$ cat src/rtl/multicycle_ctrl.sv
// Control FSM for the multi-cycle RV32I datapath: sequences fetch/decode/execute/memory/writeback.
// Optional macro CTRL_ILLEGAL_TRAP_EN: unknown opcodes lock the FSM in TRAP and raise `illegal`.
module multicycle_ctrl #(
   parameter int ALU_CTRL_W = 4,
   parameter int STATE_W    = 4
) (
   input  logic                  clk,
   input  logic                  reset,
   input  logic [6:0]            opcode,
   input  logic [2:0]            funct3,
   input  logic                  funct7b5,
   input  logic                  zero,
   output logic                  pc_write,
   output logic                  adr_src,
   output logic                  mem_write,
   output logic                  ir_write,
   output logic                  reg_write,
   output logic [1:0]            result_src,
   output logic [1:0]            alu_src_a,
   output logic [1:0]            alu_src_b,
   output logic [2:0]            imm_src,
   output logic [ALU_CTRL_W-1:0] alu_ctrl,
   output logic                  instr_done
`ifdef CTRL_ILLEGAL_TRAP_EN
   ,
   output logic                  illegal
`endif
);

   localparam logic [ALU_CTRL_W-1:0] ALU_ADD   = ALU_CTRL_W'(4'b0000);
   localparam logic [ALU_CTRL_W-1:0] ALU_SUB   = ALU_CTRL_W'(4'b0001);
   localparam logic [ALU_CTRL_W-1:0] ALU_AND   = ALU_CTRL_W'(4'b0010);
   localparam logic [ALU_CTRL_W-1:0] ALU_OR    = ALU_CTRL_W'(4'b0011);
   localparam logic [ALU_CTRL_W-1:0] ALU_XOR   = ALU_CTRL_W'(4'b0100);
   localparam logic [ALU_CTRL_W-1:0] ALU_SLT   = ALU_CTRL_W'(4'b0101);
   localparam logic [ALU_CTRL_W-1:0] ALU_SLTU  = ALU_CTRL_W'(4'b0110);
   localparam logic [ALU_CTRL_W-1:0] ALU_AUIPC = ALU_CTRL_W'(4'b1000);
   localparam logic [ALU_CTRL_W-1:0] ALU_LUI   = ALU_CTRL_W'(4'b1001);
   localparam logic [ALU_CTRL_W-1:0] ALU_SLL   = ALU_CTRL_W'(4'b1010);
   localparam logic [ALU_CTRL_W-1:0] ALU_SRA   = ALU_CTRL_W'(4'b1011);
   localparam logic [ALU_CTRL_W-1:0] ALU_SRL   = ALU_CTRL_W'(4'b1100);

   localparam logic [6:0] OP_LOAD   = 7'b0000011;
   localparam logic [6:0] OP_STORE  = 7'b0100011;
   localparam logic [6:0] OP_RTYPE  = 7'b0110011;
   localparam logic [6:0] OP_ITYPE  = 7'b0010011;
   localparam logic [6:0] OP_BRANCH = 7'b1100011;
   localparam logic [6:0] OP_JAL    = 7'b1101111;
   localparam logic [6:0] OP_JALR   = 7'b1100111;
   localparam logic [6:0] OP_LUI    = 7'b0110111;
   localparam logic [6:0] OP_AUIPC  = 7'b0010111;

   typedef enum logic [STATE_W-1:0] {
      S_FETCH, S_DECODE, S_MEMADR, S_MEMREAD, S_MEMWB, S_MEMWRITE,
      S_EXECR, S_EXECI, S_ALUWB, S_BRANCH, S_JAL, S_JALR1, S_JALR2,
      S_LUI, S_AUIPC
`ifdef CTRL_ILLEGAL_TRAP_EN
      , S_TRAP
`endif
   } state_t;

   state_t state_reg;

   function automatic logic known_opcode(input logic [6:0] op);
      return op inside {OP_LOAD, OP_STORE, OP_RTYPE, OP_ITYPE, OP_BRANCH,
                        OP_JAL, OP_JALR, OP_LUI, OP_AUIPC};
   endfunction

   // Shared funct3 decode for register and immediate ALU ops; only R-type may subtract.
   function automatic logic [ALU_CTRL_W-1:0] exec_op(input logic [2:0] f3, input logic f7b5,
                                                     input logic is_r);
      case (f3)
         3'b000:  return (is_r && f7b5) ? ALU_SUB : ALU_ADD;
         3'b001:  return ALU_SLL;
         3'b010:  return ALU_SLT;
         3'b011:  return ALU_SLTU;
         3'b100:  return ALU_XOR;
         3'b101:  return f7b5 ? ALU_SRA : ALU_SRL;
         3'b110:  return ALU_OR;
         default: return ALU_AND;
      endcase
   endfunction

   always_ff @(posedge clk or posedge reset) begin
      if (reset) begin
         state_reg <= S_FETCH;
      end else begin
         case (state_reg)
            S_FETCH:  state_reg <= S_DECODE;
            S_DECODE: begin
               case (opcode)
                  OP_LOAD, OP_STORE: state_reg <= S_MEMADR;
                  OP_RTYPE:          state_reg <= S_EXECR;
                  OP_ITYPE:          state_reg <= S_EXECI;
                  OP_BRANCH:         state_reg <= S_BRANCH;
                  OP_JAL:            state_reg <= S_JAL;
                  OP_JALR:           state_reg <= S_JALR1;
                  OP_LUI:            state_reg <= S_LUI;
                  OP_AUIPC:          state_reg <= S_AUIPC;
`ifdef CTRL_ILLEGAL_TRAP_EN
                  default:           state_reg <= S_TRAP;
`else
                  default:           state_reg <= S_FETCH;
`endif
               endcase
            end
            S_MEMADR:   state_reg <= opcode[5] ? S_MEMWRITE : S_MEMREAD;
            S_MEMREAD:  state_reg <= S_MEMWB;
            S_EXECR:    state_reg <= S_ALUWB;
            S_EXECI:    state_reg <= S_ALUWB;
            S_JAL:      state_reg <= S_ALUWB;
            S_JALR1:    state_reg <= S_JALR2;
            S_JALR2:    state_reg <= S_ALUWB;
            S_LUI:      state_reg <= S_ALUWB;
            S_AUIPC:    state_reg <= S_ALUWB;
`ifdef CTRL_ILLEGAL_TRAP_EN
            S_TRAP:     state_reg <= S_TRAP;
`endif
            default:    state_reg <= S_FETCH;
         endcase
      end
   end

   always_comb begin
      case (opcode)
         OP_STORE:         imm_src = 3'b001;
         OP_BRANCH:        imm_src = 3'b010;
         OP_JAL:           imm_src = 3'b011;
         OP_LUI, OP_AUIPC: imm_src = 3'b100;
         default:          imm_src = 3'b000;
      endcase
   end

   always_comb begin
      pc_write   = 1'b0;
      adr_src    = 1'b0;
      mem_write  = 1'b0;
      ir_write   = 1'b0;
      reg_write  = 1'b0;
      result_src = 2'b00;
      alu_src_a  = 2'b00;
      alu_src_b  = 2'b00;
      alu_ctrl   = ALU_ADD;
      instr_done = 1'b0;
      case (state_reg)
         S_FETCH: begin
            ir_write = 1'b1; pc_write = 1'b1;
            alu_src_b = 2'b10; result_src = 2'b10;
         end
         S_DECODE: begin
            alu_src_a = 2'b01; alu_src_b = 2'b01;
            instr_done = ~known_opcode(opcode);
`ifdef CTRL_ILLEGAL_TRAP_EN
            instr_done = 1'b0;
`endif
         end
         S_MEMADR:   begin alu_src_a = 2'b10; alu_src_b = 2'b01; end
         S_MEMREAD:  adr_src = 1'b1;
         S_MEMWB:    begin result_src = 2'b01; reg_write = 1'b1; instr_done = 1'b1; end
         S_MEMWRITE: begin adr_src = 1'b1; mem_write = 1'b1; instr_done = 1'b1; end
         S_EXECR: begin
            alu_src_a = 2'b10; alu_src_b = 2'b00;
            alu_ctrl = exec_op(funct3, funct7b5, 1'b1);
         end
         S_EXECI: begin
            alu_src_a = 2'b10; alu_src_b = 2'b01;
            alu_ctrl = exec_op(funct3, funct7b5, 1'b0);
         end
         S_ALUWB:    begin reg_write = 1'b1; instr_done = 1'b1; end
         S_BRANCH: begin
            // zero is live from the ALU this cycle, so pc_write is the only Mealy output.
            alu_src_a = 2'b10; instr_done = 1'b1;
            case (funct3)
               3'b000:  begin alu_ctrl = ALU_SUB;  pc_write = zero;  end
               3'b001:  begin alu_ctrl = ALU_SUB;  pc_write = ~zero; end
               3'b100:  begin alu_ctrl = ALU_SLT;  pc_write = ~zero; end
               3'b101:  begin alu_ctrl = ALU_SLT;  pc_write = zero;  end
               3'b110:  begin alu_ctrl = ALU_SLTU; pc_write = ~zero; end
               3'b111:  begin alu_ctrl = ALU_SLTU; pc_write = zero;  end
               default: pc_write = 1'b0;
            endcase
         end
         S_JAL:      begin alu_src_a = 2'b01; alu_src_b = 2'b10; pc_write = 1'b1; end
         S_JALR1:    begin alu_src_a = 2'b10; alu_src_b = 2'b01; end
         S_JALR2:    begin alu_src_a = 2'b01; alu_src_b = 2'b10; pc_write = 1'b1; end
         S_LUI:      begin alu_src_b = 2'b01; alu_ctrl = ALU_LUI; end
         S_AUIPC:    begin alu_src_a = 2'b01; alu_src_b = 2'b01; alu_ctrl = ALU_AUIPC; end
         default:    ;
      endcase
      if (reset) begin
         pc_write = 1'b0; ir_write = 1'b0; mem_write = 1'b0;
         reg_write = 1'b0; instr_done = 1'b0;
      end
   end

`ifdef CTRL_ILLEGAL_TRAP_EN
   assign illegal = (state_reg == S_TRAP);
`endif

endmodule

$ cat config.mk
export PLATFORM = sky130hd
export DESIGN_NAME = multicycle_ctrl
export DESIGN_NICKNAME = d
export VERILOG_FILES = /design/src/rtl/multicycle_ctrl.sv
export SDC_FILE = /design/constraint.sdc
export NUM_CORES = 1
export LEC_CHECK = 0
export ABC_AREA = 1
export CORE_MARGIN = 10
export CORE_UTILIZATION = 35
export CTS_CLUSTER_SIZE = 16
export DETAILED_ROUTE_END_ITERATION = 6
export PLACE_DENSITY = 0.71
export SYNTH_ARGS = -nofsm -noshare
export SYNTH_HDL_FRONTEND = slang
export SYNTH_SLANG_ARGS = --single-unit
$ cat constraint.sdc
create_clock -name clk -period 2.5 [get_ports clk]
set_clock_uncertainty 0.2 [all_clocks]
set_input_delay 0.375 -clock clk [delete_from_list [all_inputs] [get_ports clk]]
set_output_delay 0.375 -clock clk [all_outputs]
set_load 0.005 [all_outputs]
==> metrics.log <==
[metrics] area of the core region: 1760 um2
[metrics] row cnt: 15
[metrics] dominant cell by count in the synthesized netlist: sky130_fd_sc_hd__nand2_1
[metrics] TritonCTS clock tree: done
[metrics] commonest register cell after synthesis: sky130_fd_sc_hd__dfrtp_1
[metrics] die area: 4030 um2
[metrics] Critical Path Fanout Max: 3
[metrics] number of placed I/O pins: 33
[metrics] Routed Wire Length: 2.44 mm
[metrics] Final Power: 561 uW
[metrics] post-detailed-route count of antenna-violating nets: 0
[metrics] leading post-synthesis cells by cell area: sky130_fd_sc_hd__nand2_1 (22%), sky130_fd_sc_hd__dfrtp_1 (15%), sky130_fd_sc_hd__nor2_1 (13%), sky130_fd_sc_hd__nand3_1 (11%), sky130_fd_sc_hd__inv_1 (8.5%)
[metrics] post-cts hold buffer count: 0
[metrics] Synth area leader: sky130_fd_sc_hd__nand2_1
[metrics] nature of the critical path startpoint: primary input
[metrics] leakage power figure: 0.000640 uW
[metrics] Hold Path Class: primary input to async pin
[metrics] total global routing overflow: 0
[metrics] cell chosen for the clock root: sky130_fd_sc_hd__clkbuf_4
[metrics] number of max-slew violations in the final report: 0
[metrics] gp weighted congestion: 0.936
[metrics] maximum count of clock buffers along a single path: 2
[metrics] number of buffers inserted by port buffering: 32
[metrics] number of flops mapped to enable cells by yosys: 0
[metrics] overall global routing resource usage: 0.108
[metrics] largest net degree at the start of global routing: 8
[metrics] placed cell areas: 1090 um2
[metrics] clock period minus final worst setup slack: 2.40 ns
[metrics] GRT Max-Usage Layer: met2
[metrics] pwr/cell area: 479 nW/um2
[metrics] Synth Net Count: 142
[metrics] Mapped Avg Cell Area: 5.16 um2
[metrics] initial antenna violation count: 0
[metrics] Yosys reg bits: 4
[metrics] maximum vdd ir drop: 0.000334 V
[metrics] critical path class: primary input to primary output
[metrics] first-pass GRT wire length: 3.73 mm
[metrics] GRT met2 Usage: 0.193
[metrics] die width: 63.4 um
[metrics] number of search-and-repair iterations in the first detailed-routing pass: 4
[metrics] number of synthesis warnings: 0
[metrics] combined area of all synthesized cells: 661 um2
[metrics] share of post-route cells with drive strength above 1: 0.205
[metrics] detailed-route vias per instance: 5.09
[metrics] Synth top cells by count: sky130_fd_sc_hd__nand2_1 (38), sky130_fd_sc_hd__nor2_1 (22), sky130_fd_sc_hd__inv_1 (15)
[metrics] nets: 192
[metrics] fraction of the core area covered by cells at the end of the flow: 0.663
[metrics] number of instances in the synthesized netlist: 128
[metrics] fmax: 0.416 GHz
[metrics] max-cap violations: 0
[metrics] final design instance area without fill: 1170 um2
[metrics] initial core utilization: 0.374
[metrics] post-DR wirelength/cell: 12.1 um
[metrics] clock slew at the register clock pins of the worst setup and hold paths: 0.04 ns
[metrics] number of flip-flops in the largest register: 4
[metrics] arrival time at the worst endpoint: 1.83 ns
[metrics] share of flip-flops with an asynchronous set or reset after synthesis: 1.00
[metrics] area share of the largest cell type after synthesis: 0.216
[metrics] run status: complete, no violations
[metrics] met3 global-route usage: 0.0389
[metrics] number of antenna diodes: 0
[metrics] required arrival time at the worst endpoint: 1.92 ns
[metrics] Iteration-0 DRC Markers: 33
[metrics] routing usage on met1: 0.113
[metrics] clock latency of the later-clocked register in the worst-skew pair: 0.24 ns
[metrics] die outline height: 63.4 um
[metrics] detailed-route via count: 1024
[metrics] headroom to the max-slew limit: 0.834
[metrics] sequential-to-total area share from yosys stat: 0.152
[metrics] Fin. Hold Viols: 0
[metrics] number of library cell types mapped by synthesis: 19
[metrics] H-tree levels: 1
[metrics] number of global-route vias before repair: 866
[metrics] number of sinks driven by the clock tree: 4
[metrics] count of endpoints failing setup in the final report: 0
[metrics] layout-stage area growth over the synthesis result: 77.1%
[metrics] TritonCTS Buffers: 3
[metrics] total DRC errors in the routed layout: 0
[metrics] dpl cells: 195
[metrics] worst slew pin tran: 0.250 ns
[metrics] worst-case hold slack: 0.313 ns
[metrics] number of standard cells in the layout, taps in and fillers out: 201
[metrics] CP endpoint kind: primary output
[metrics] final critical-path share of the clock period: 0.962
[metrics] final HPWL from detailed placement: 2.03 mm
[metrics] setup repair after global routing missed its margin: false
[routing by layer]
| metal | vias up | wire length, um |
|---|---|---|
| met3 | 4 | 221 |
| met2 | 50 | 1160 |
| met5 | - | 0 |
| met1 | 454 | 1030 |
| li1 | 516 | - |
| met4 | 0 | 27 |
[cell type report]
class                   instances  area [um2]
clock buffers                   3        22.5
well taps                      25        31.3
multi-input cells             106         520
fillers                       171         594
repair buffers                 45         427
inverters                      18        67.6
flip-flops and latches          4         101
[worst paths after layout]
| path | from | depth (start not counted) | slack (ns) | to |
|---|---|---|---|---|
| max in group asynchronous | reset | 3 | 1.68 | state_reg[0] |
| max | opcode[6] | 6 | 0.1 | imm_src[2] |
| max reg2reg | state_reg[0] | 7 | 0.98 | state_reg[3] |
| min reg2reg | state_reg[2] | 1 | 0.40 | state_reg[2] |
| min in group clk | state_reg[2] | 1 | 0.40 | state_reg[2] |
| min | reset | 3 | 0.31 | state_reg[1] |
[worst max-delay path, stage by stage]
cell and delay [ns]:
sky130_fd_sc_hd__clkdlybuf4s50_1 0.42, sky130_fd_sc_hd__inv_1 0.14, sky130_fd_sc_hd__nand2_1 0.09, sky130_fd_sc_hd__buf_4 0.14, sky130_fd_sc_hd__nor3_1 0.13, sky130_fd_sc_hd__clkdlybuf4s50_1 0.53
[what timing repair did]
action,CTS,global route
cloned,0,0
setup endpoints to repair,5,9
setup buffers,0,3
resized for setup,6,13
[through the flow]
step,TNS [ns],setup slack (ns)
4_1_cts,0,0.0162
5_1_grt,0,0.00123
2_1_floorplan,0,0.880
3_3_place_gp,-0.0596,-0.0436
3_5_place_dp,-0.118,-0.0634
6_report,0,0.0956
[cells by family after synthesis]
family,synth area share
buf+inv,0.102
flops,0.152
compound gates,0.142
simple gates,0.604
[power breakdown]
| part | switching [uW] | internal (uW) | leakage [uW] |
|---|---|---|---|
| Sequential | 17.8 | 78.7 | 0.0000523 |
| Clock | 28.5 | 53.9 | 0.0000138 |
| Combinational | 182 | 200 | 0.000574 |
[cell usage in the layout, fill, tap and decap left out]
master / Yosys / final
sky130_fd_sc_hd__dfrtp_1: 4 / 3
sky130_fd_sc_hd__buf_4: 0 / 13
sky130_fd_sc_hd__o21ai_1: 1 / 1
sky130_fd_sc_hd__dfrtp_2: 0 / 1
sky130_fd_sc_hd__o211ai_1: 2 / 2
sky130_fd_sc_hd__nand2_2: 3 / 5
sky130_fd_sc_hd__nor2_1: 22 / 17
sky130_fd_sc_hd__inv_2: 3 / 4
sky130_fd_sc_hd__nand2_1: 38 / 36
sky130_fd_sc_hd__a31oi_1: 1 / 1
sky130_fd_sc_hd__dlygate4sd2_1: 0 / 3
sky130_fd_sc_hd__nand3b_1: 1 / 1
sky130_fd_sc_hd__inv_1: 15 / 14
sky130_fd_sc_hd__o31ai_1: 1 / 1
sky130_fd_sc_hd__nand3_1: 14 / 14
sky130_fd_sc_hd__a21oi_1: 2 / 2
sky130_fd_sc_hd__clkbuf_4: 0 / 3
sky130_fd_sc_hd__o21ai_0: 10 / 10
sky130_fd_sc_hd__nand4_1: 2 / 2
sky130_fd_sc_hd__dlymetal6s2s_1: 0 / 5
sky130_fd_sc_hd__nor2_2: 2 / 5
sky130_fd_sc_hd__clkdlybuf4s50_1: 0 / 24
sky130_fd_sc_hd__nor3_1: 4 / 4
sky130_fd_sc_hd__nor2_4: 2 / 4
sky130_fd_sc_hd__nor3_2: 1 / 1
Power figures use the tool's default switching activity.
